[src/rtl/div_unit.sv]
// Unsigned restoring divider: one quotient bit per cycle, MSB first.
// A division takes WIDTH iterations; Done pulses for one cycle with registered results.
module div_unit #(
  parameter int unsigned WIDTH = 16
) (
  input  logic             Clk,
  input  logic             Reset,
  input  logic             StartDiv,
  input  logic [WIDTH-1:0] Divident,
  input  logic [WIDTH-1:0] Divisor,
  output logic [WIDTH-1:0] Quotient,
  output logic [WIDTH-1:0] Remainder,
  output logic             Done,
  output logic             Busy
);

  localparam int unsigned CntW = $clog2(WIDTH) + 1;

  typedef enum logic [1:0] {
    S_IDLE,
    S_BUSY,
    S_DONE
  } state_e;

  state_e state_q, state_d;

  logic [CntW-1:0]  cnt_q, cnt_d;
  // Dividend bits shift out of the MSB while quotient bits shift in at the LSB.
  logic [WIDTH-1:0] dvd_q, dvd_d;
  logic [WIDTH-1:0] dvs_q, dvs_d;
  logic [WIDTH-1:0] rem_q, rem_d;
  logic [WIDTH-1:0] quo_q, quo_d;
  logic [WIDTH-1:0] remo_q, remo_d;

  logic [WIDTH:0]   shifted;
  logic [WIDTH:0]   diff;
  logic             ge;
  logic             last;
  logic             accept;

  // One extra bit keeps the carry when the divisor exceeds half the range.
  assign shifted = {rem_q, dvd_q[WIDTH-1]};
  assign diff    = shifted - {1'b0, dvs_q};
  assign ge      = (shifted >= {1'b0, dvs_q});
  assign last    = (cnt_q == CntW'(WIDTH - 1));
  assign accept  = StartDiv && ((state_q == S_IDLE) || (state_q == S_DONE));

  always_comb begin
    state_d = state_q;
    cnt_d   = cnt_q;
    dvd_d   = dvd_q;
    dvs_d   = dvs_q;
    rem_d   = rem_q;
    quo_d   = quo_q;
    remo_d  = remo_q;

    unique case (state_q)
      S_IDLE: begin
        if (StartDiv) state_d = S_BUSY;
      end
      S_BUSY: begin
        rem_d = ge ? diff[WIDTH-1:0] : shifted[WIDTH-1:0];
        dvd_d = {dvd_q[WIDTH-2:0], ge};
        cnt_d = cnt_q + CntW'(1);
        if (last) begin
          quo_d   = {dvd_q[WIDTH-2:0], ge};
          remo_d  = ge ? diff[WIDTH-1:0] : shifted[WIDTH-1:0];
          state_d = S_DONE;
        end
      end
      S_DONE: begin
        state_d = StartDiv ? S_BUSY : S_IDLE;
      end
      default: begin
        state_d = S_IDLE;
      end
    endcase

    if (accept) begin
      dvd_d = Divident;
      dvs_d = Divisor;
      rem_d = '0;
      cnt_d = '0;
    end
  end

  always_ff @(posedge Clk or negedge Reset) begin
    if (!Reset) begin
      state_q <= S_IDLE;
      cnt_q   <= '0;
      dvd_q   <= '0;
      dvs_q   <= '0;
      rem_q   <= '0;
      quo_q   <= '0;
      remo_q  <= '0;
    end else begin
      state_q <= state_d;
      cnt_q   <= cnt_d;
      dvd_q   <= dvd_d;
      dvs_q   <= dvs_d;
      rem_q   <= rem_d;
      quo_q   <= quo_d;
      remo_q  <= remo_d;
    end
  end

  assign Quotient  = quo_q;
  assign Remainder = remo_q;
  assign Done      = (state_q == S_DONE);
  assign Busy      = (state_q == S_BUSY);

endmodule

[config.mk]
export PLATFORM = sky130hd
export DESIGN_NAME = div_unit
export DESIGN_NICKNAME = d
export VERILOG_FILES = /design/src/rtl/div_unit.sv
export SDC_FILE = /design/constraint.sdc
export NUM_CORES = 1
export LEC_CHECK = 0
export ABC_AREA = 1
export BUFFER_PORTS_ARGS = -buffer_cell sky130_fd_sc_hd__buf_2
export CAP_MARGIN = 20
export CORE_UTILIZATION = 45
export DETAILED_ROUTE_END_ITERATION = 8
export PLACE_DENSITY = 0.65
export REMOVE_ABC_BUFFERS = 1
export SLEW_MARGIN = 40
export SYNTH_ARGS = -nofsm -noshare
export SYNTH_HDL_FRONTEND = slang
export SYNTH_SLANG_ARGS = --single-unit
[constraint.sdc]
create_clock -name Clk -period 2.4 [get_ports Clk]
set_input_delay 0 -clock Clk [delete_from_list [all_inputs] [get_ports Clk]]
set_output_delay 0 -clock Clk [all_outputs]
set_load 0.005 [all_outputs]
=== Yosys cells after proc, flatten, opt, wreduce, memory -nomap -nowiden ===
Index checks and enable logic that the tools add are counted.

* Input port bits: 35
* Output and inout bits: 34
* Word-level logic and storage cells: 32
* Flip-flop bits (word level): 87

* Reduce and logical (&&, ||, !) cells: 6
* Magnitude comparators: 1
* Equal/unequal tests: 5
* Add/subtract/negate cells: 2
* Muxes and demuxes: 11

{| class="wikitable"
|+ Operators with widths
! cell !! count
|-
| $mux W16 || 5
|-
| $ge A17 B16 Y1 || 1
|-
| $sub A16 B16 Y16 || 1
|-
| $mux W5 || 2
|-
| $pmux W2 S3 || 1
|-
| $add A5 B1 Y5 const B || 1
|-
| $eq A5 B4 Y1 const B || 1
|-
| $mux W2 || 2
|-
| $reduce_and A2 Y1 || 2
|-
| $eq A2 B1 Y1 const B || 1
|-
| $eq A2 B2 Y1 const B || 1
|-
| $logic_not A2 Y1 || 1
|-
| $ne A2 B1 Y1 const B || 1
|-
| $ne A2 B2 Y1 const B || 1
|-
| $reduce_bool A2 Y1 || 1
|-
| $logic_and A1 B1 Y1 || 1
|-
| $logic_or A1 B1 Y1 || 1
|-
| $mux W1 || 1
|}

=== Logic depth before layout (Yosys ltp) ===
* Depth in word-level cells: 4
* Mapped depth: 16
* Gate-level depth less buffers: 15

=== Worst setup path after synthesis ===
Ideal clock, no wire load.

* Kind: reg2reg
* Start: register dvd_q[15]
* End: register remo_q[14] (netlist: Remainder[14])
* Stages on the path, launching flop included: 15
* Required time: 2.281 ns
* Arrival: 1.736 ns
* Period minus slack after synthesis: 1.855 ns
* Buffers on the path: 0
* Setup time: 0.119 ns
* Setup slack: 0.545 ns
* Cell sequence: dfrtp_1 > inv_1 > ha_1 > inv_1 > fa_1 > nand3_1 > nand3_1 > nand2_1 > nand2_1 > nand2_1 > nand3_1 > nand2_1 > nand2_1 > nand3_1 > nand2_1

* Longest elaborated chain between the ends: 2
* Elaborated cells on any way between the ends: 3
* Those cells by class: add/sub (1); order compare (1); mux (1)

{| class="wikitable"
|+ RTL lines
! element !! RTL line !! source
|-
| from (decl) || 29 || <nowiki>logic [WIDTH-1:0] dvd_q, dvd_d;</nowiki>
|-
| from (signal assigned) || 99 || <nowiki>dvd_q <= dvd_d;</nowiki>
|-
| $sub A16 B16 Y16 / $ge A17 B16 Y1 (equally long branches) || 43, 44 ||
|-
| $mux W16 * || 67 || <nowiki>remo_d = ge ? diff[WIDTH-1:0] : shifted[WIDTH-1:0];</nowiki>
|-
| to (signal assigned) || 103 || <nowiki>remo_q <= remo_d;</nowiki>
|-
| to (decl) || 33 || <nowiki>logic [WIDTH-1:0] remo_q, remo_d;</nowiki>
|}

Every way passes the cells marked *; elsewhere a longest branch is shown, timed or not.
A chain may end at the register's enable or synchronous reset.

=== Final worst setup path ===
* Start: register rem_q[6]
* End: register rem_q[9]

* Longest elaborated chain between the ends: 4
* Elaborated cells on any way between the ends: 5
* Those cells by class: add/sub (1); order compare (1); mux (3)

{| class="wikitable"
|+ RTL lines
! element !! RTL line !! source
|-
| from (decl) || 31 || <nowiki>logic [WIDTH-1:0] rem_q, rem_d;</nowiki>
|-
| from (signal assigned) || 101 || <nowiki>rem_q <= rem_d;</nowiki>
|-
| $sub A16 B16 Y16 / $ge A17 B16 Y1 (equally long branches) || 43, 44 ||
|-
| $mux W16 * || 62 || <nowiki>rem_d = ge ? diff[WIDTH-1:0] : shifted[WIDTH-1:0];</nowiki>
|-
| $mux W16 * || 57 || <nowiki>unique case (state_q)</nowiki>
|-
| $mux W16 * || 79 || <nowiki>if (accept) begin</nowiki>
|}

Every way passes the cells marked *; elsewhere a longest branch is shown, timed or not. The select of a mux whose other input is x is not followed.

==> out/qor.txt <==
Clock buffer depth: 2
YS warnings: 0
Area contributors post-synth: dfrtp_1 (46%), nand2_1 (19%), inv_1 (5.9%)
Slew Viols, Final: 0
Largest net degree at the start of global routing: 56
Syn avg cell area: 7.769 µm²
Initial DRC Count: 191
Initial antenna violation count: 0
Buf/Inv on CP: 3
Fmax: 0.4514 GHz
Crit path kind: reg2reg
R2r setup slk: 0.18 ns
Critical Path Start Type: register
Nets@finish: 782
Rel. slew slack: 0.6508
Final Cycle Share: 0.9230
DR WL/cell: 12.99 µm
Final setup vio count: 0
CTS Sinks: 87
Area of the multi-input gates: 2116 µm²
# Post-CTS Setup Buffers: 0
Fillcell total: 963
Final Critical Period: 2.215 ns
DP HPWL: 7.975 mm
CP delay by family, top: simple AND/OR/NAND/NOR gates
RSZ-0062 raised after global routing: false
Post-synthesis async set-or-reset flop share: 1.000
PwrDens: 1576 nW/µm²
Critical Path Sink Type: register
R2r endpoint: rem_q[9]
Hold_ws: 0.1019 ns
Final core area utilization: 0.5723
Die Y: 104.4 µm
Number of distinct library cells after synthesis: 34
GRT overflow: 0
Register area: 2177 µm²
CP max-delay cell: dfrtp_1
Leak: 0.003221 µW
Setup TNS: 0 ns
Flops & latches, synth: 87
Post-Syn Instances: 607
Mapped Area: 4716 µm²
Leading area contributor after synthesis: dfrtp_1
Reg clk slew, reported paths: 0.10 ns
Count leader, synth: nand2_1
Crit path launch: rem_q[6]
Area share of the largest cell type after synthesis: 0.4617
R2R Path Start: rem_q[6]
Combinational Power Share: 0.625
Core Box Area: 10230 µm²
WP depth: 14
Clock share of power: 0.109
Ports: 69
TritonCTS clock tree: yes
Total Wirelength: 11.29 mm
Detailed Routing Iterations Pass 1: 5
Die area: 10890 µm²
Most instantiated cells after synthesis: nand2_1 (244), dfrtp_1 (87), inv_1 (74)
First-pass GRT wire length: 19.05 mm
Worst-Skew Late Latency: 0.38 ns
Crit path required time: 2.71 ns
Vias/cell: 4.814
R2R cell count: 14
Port bufs: 68
Post-synth EDFFs: 0
CP max FO: 10
Int Power: 4823 µW
Register share of total power: 0.266
Clock tree root buffer cell: clkbuf_8
Ant. Diodes: 0
Crit-path cells: ha_1 -> buf_4 -> nand2_1 -> inv_1 -> nand2_1 -> nand2_1 -> a21oi_2 -> nand2_2 -> nand2_4 -> buf_6 -> nand3_1 -> nand2_2 -> nand2_1 -> nand2_1
Final Skew: 0.01510 ns
ANT nets after route: 0
Initial Utilization: 0.4609
Transition time of the tightest slew-check pin: 0.5226 ns
Max IR drop VDD: 0.6264 mV
Area growth syn-to-layout: 24.17%
Die span in x: 104.4 µm
Total power: 9229 µW
Hold Path Class: in2async
Delay of the slowest cell on the worst path: 0.45 ns
Total track usage: 0.2196
DRC: 0
CP endpoint: rem_q[9]
Routability cong.: 0.8591
Final hold vios: 0
Total CTS buffers: 9
Standard-cell row count: 37
Sequential area share after synthesis: 0.4617
Status: finished, final reports clean
NetSw: 4406 µW
Max Cap Viol: 0
H-Tree Depth: 3
Share of layout cells above drive strength 1: 0.1883
Sw Ratio: 0.4774
Vias in the first global route: 3987
Dominant synthesized flop cell: dfrtp_1
Most common cell on crit path: nand2_1
Overall via count from detail_route: 4183
Crit path DAT: 2.53 ns
worst reg2reg max path: stages (launching register included):
cell	delay [ns]
dfrtp_1	0.45
ha_1	0.31
buf_4	0.15
nand2_1	0.07
inv_1	0.05
nand2_1	0.06
nand2_1	0.08
a21oi_2	0.20
nand2_2	0.10
nand2_4	0.15
buf_6	0.17
nand3_1	0.11
nand2_2	0.12
nand2_1	0.05
nand2_1	0.06
how the worst min path moves through the flow:
stage / start / endpoint / slack (ns) / cells after the start
after floorplan: Reset / Quotient[0] / -0.30 / 0
after global placement: Reset / Quotient[4] / -0.03 / 1
after detailed placement: Reset / Quotient[4] / -0.03 / 1
after CTS: Reset / Quotient[4] / 0.11 / 2
after global routing: Reset / Quotient[4] / 0.16 / 2
final: Reset / Quotient[4] / 0.10 / 2
layout by cell type, fill, tap and decap left out, types with 5 or more instances in the layout:
cell	count
inv_1	74
buf_2	67
nand2_2	14
buf_4	26
dfrtp_1	87
nand3b_1	5
xor2_1	5
ha_1	18
o221ai_1	15
nor2_1	20
clkbuf_8	10
dlygate4sd3_1	35
nand2_1	244
a21oi_1	10
o21ai_0	34
nand3_1	35
metal layers:
layer / GRT usage / part of all wire / up-vias
met5: 0 / 0 / -
met4: 0.09184 / 0.021 / 0
met3: 0.02318 / 0.031 / 15
met2: 0.3647 / 0.48 / 79
met1: 0.2923 / 0.47 / 1939
li1: - / - / 2150
power by group through the flow:
stage          logic [µW]  registers [µW]  clock network [µW]
4_1_cts              5760            2460                1030
6_report             5770            2460                1000
3_5_place_dp         5660            2490                   0
3_3_place_gp         5540            2470                   0
2_1_floorplan        3910            2430                   0
5_1_grt              6620            2520                1080
flip-flops by register name, summed over array words and instances, names as in the netlist:
name,count
Quotient,16
Remainder,16
dvd_q,16
dvs_q,16
rem_q,16
cnt_q,5
state_q,2
cells by family after synthesis:
logic type,after synthesis,share of synthesized area
fa+ha+maj,19,0.05200
buf+inv,98,0.09366
flops,87,0.4617
compound gates,63,0.08119
xor+xnor,7,0.01300
simple gates,333,0.2985
cell type report:
| type | count | area share |
|---|---|---|
| sequential | 87 | 0.3718 |
| inverter | 78 | 0.05000 |
| timing repair buffer | 130 | 0.1558 |
| tap | 136 | 0.02906 |
| clock inverter | 6 | 0.008547 |
| multi-input combinational | 422 | 0.3613 |
| clock buffer | 10 | 0.02350 |
through the flow:
| stage | cell area (µm²) | setup WS, ns | instances |
|---|---|---|---|
| 2_1_floorplan | 4567 | -0.1271 | 587 |
| 3_3_place_gp | 5295 | 0.04308 | 818 |
| 3_5_place_dp | 5295 | -0.03070 | 818 |
| 4_1_cts | 5838 | 0.1290 | 869 |
| 5_1_grt | 5856 | 0.01001 | 869 |
| 6_report | 5856 | 0.1848 | 869 |
timing repair:
item | in CTS | in global routing
resized for setup | 1 | 3
hold buffers | 35 | 0
pin swaps | 0 | 0
endpoints found under the hold margin | 121 | 0
endpoints found under the setup margin | 17 | 4
No activity file was read; power rests on OpenSTA's default activity.
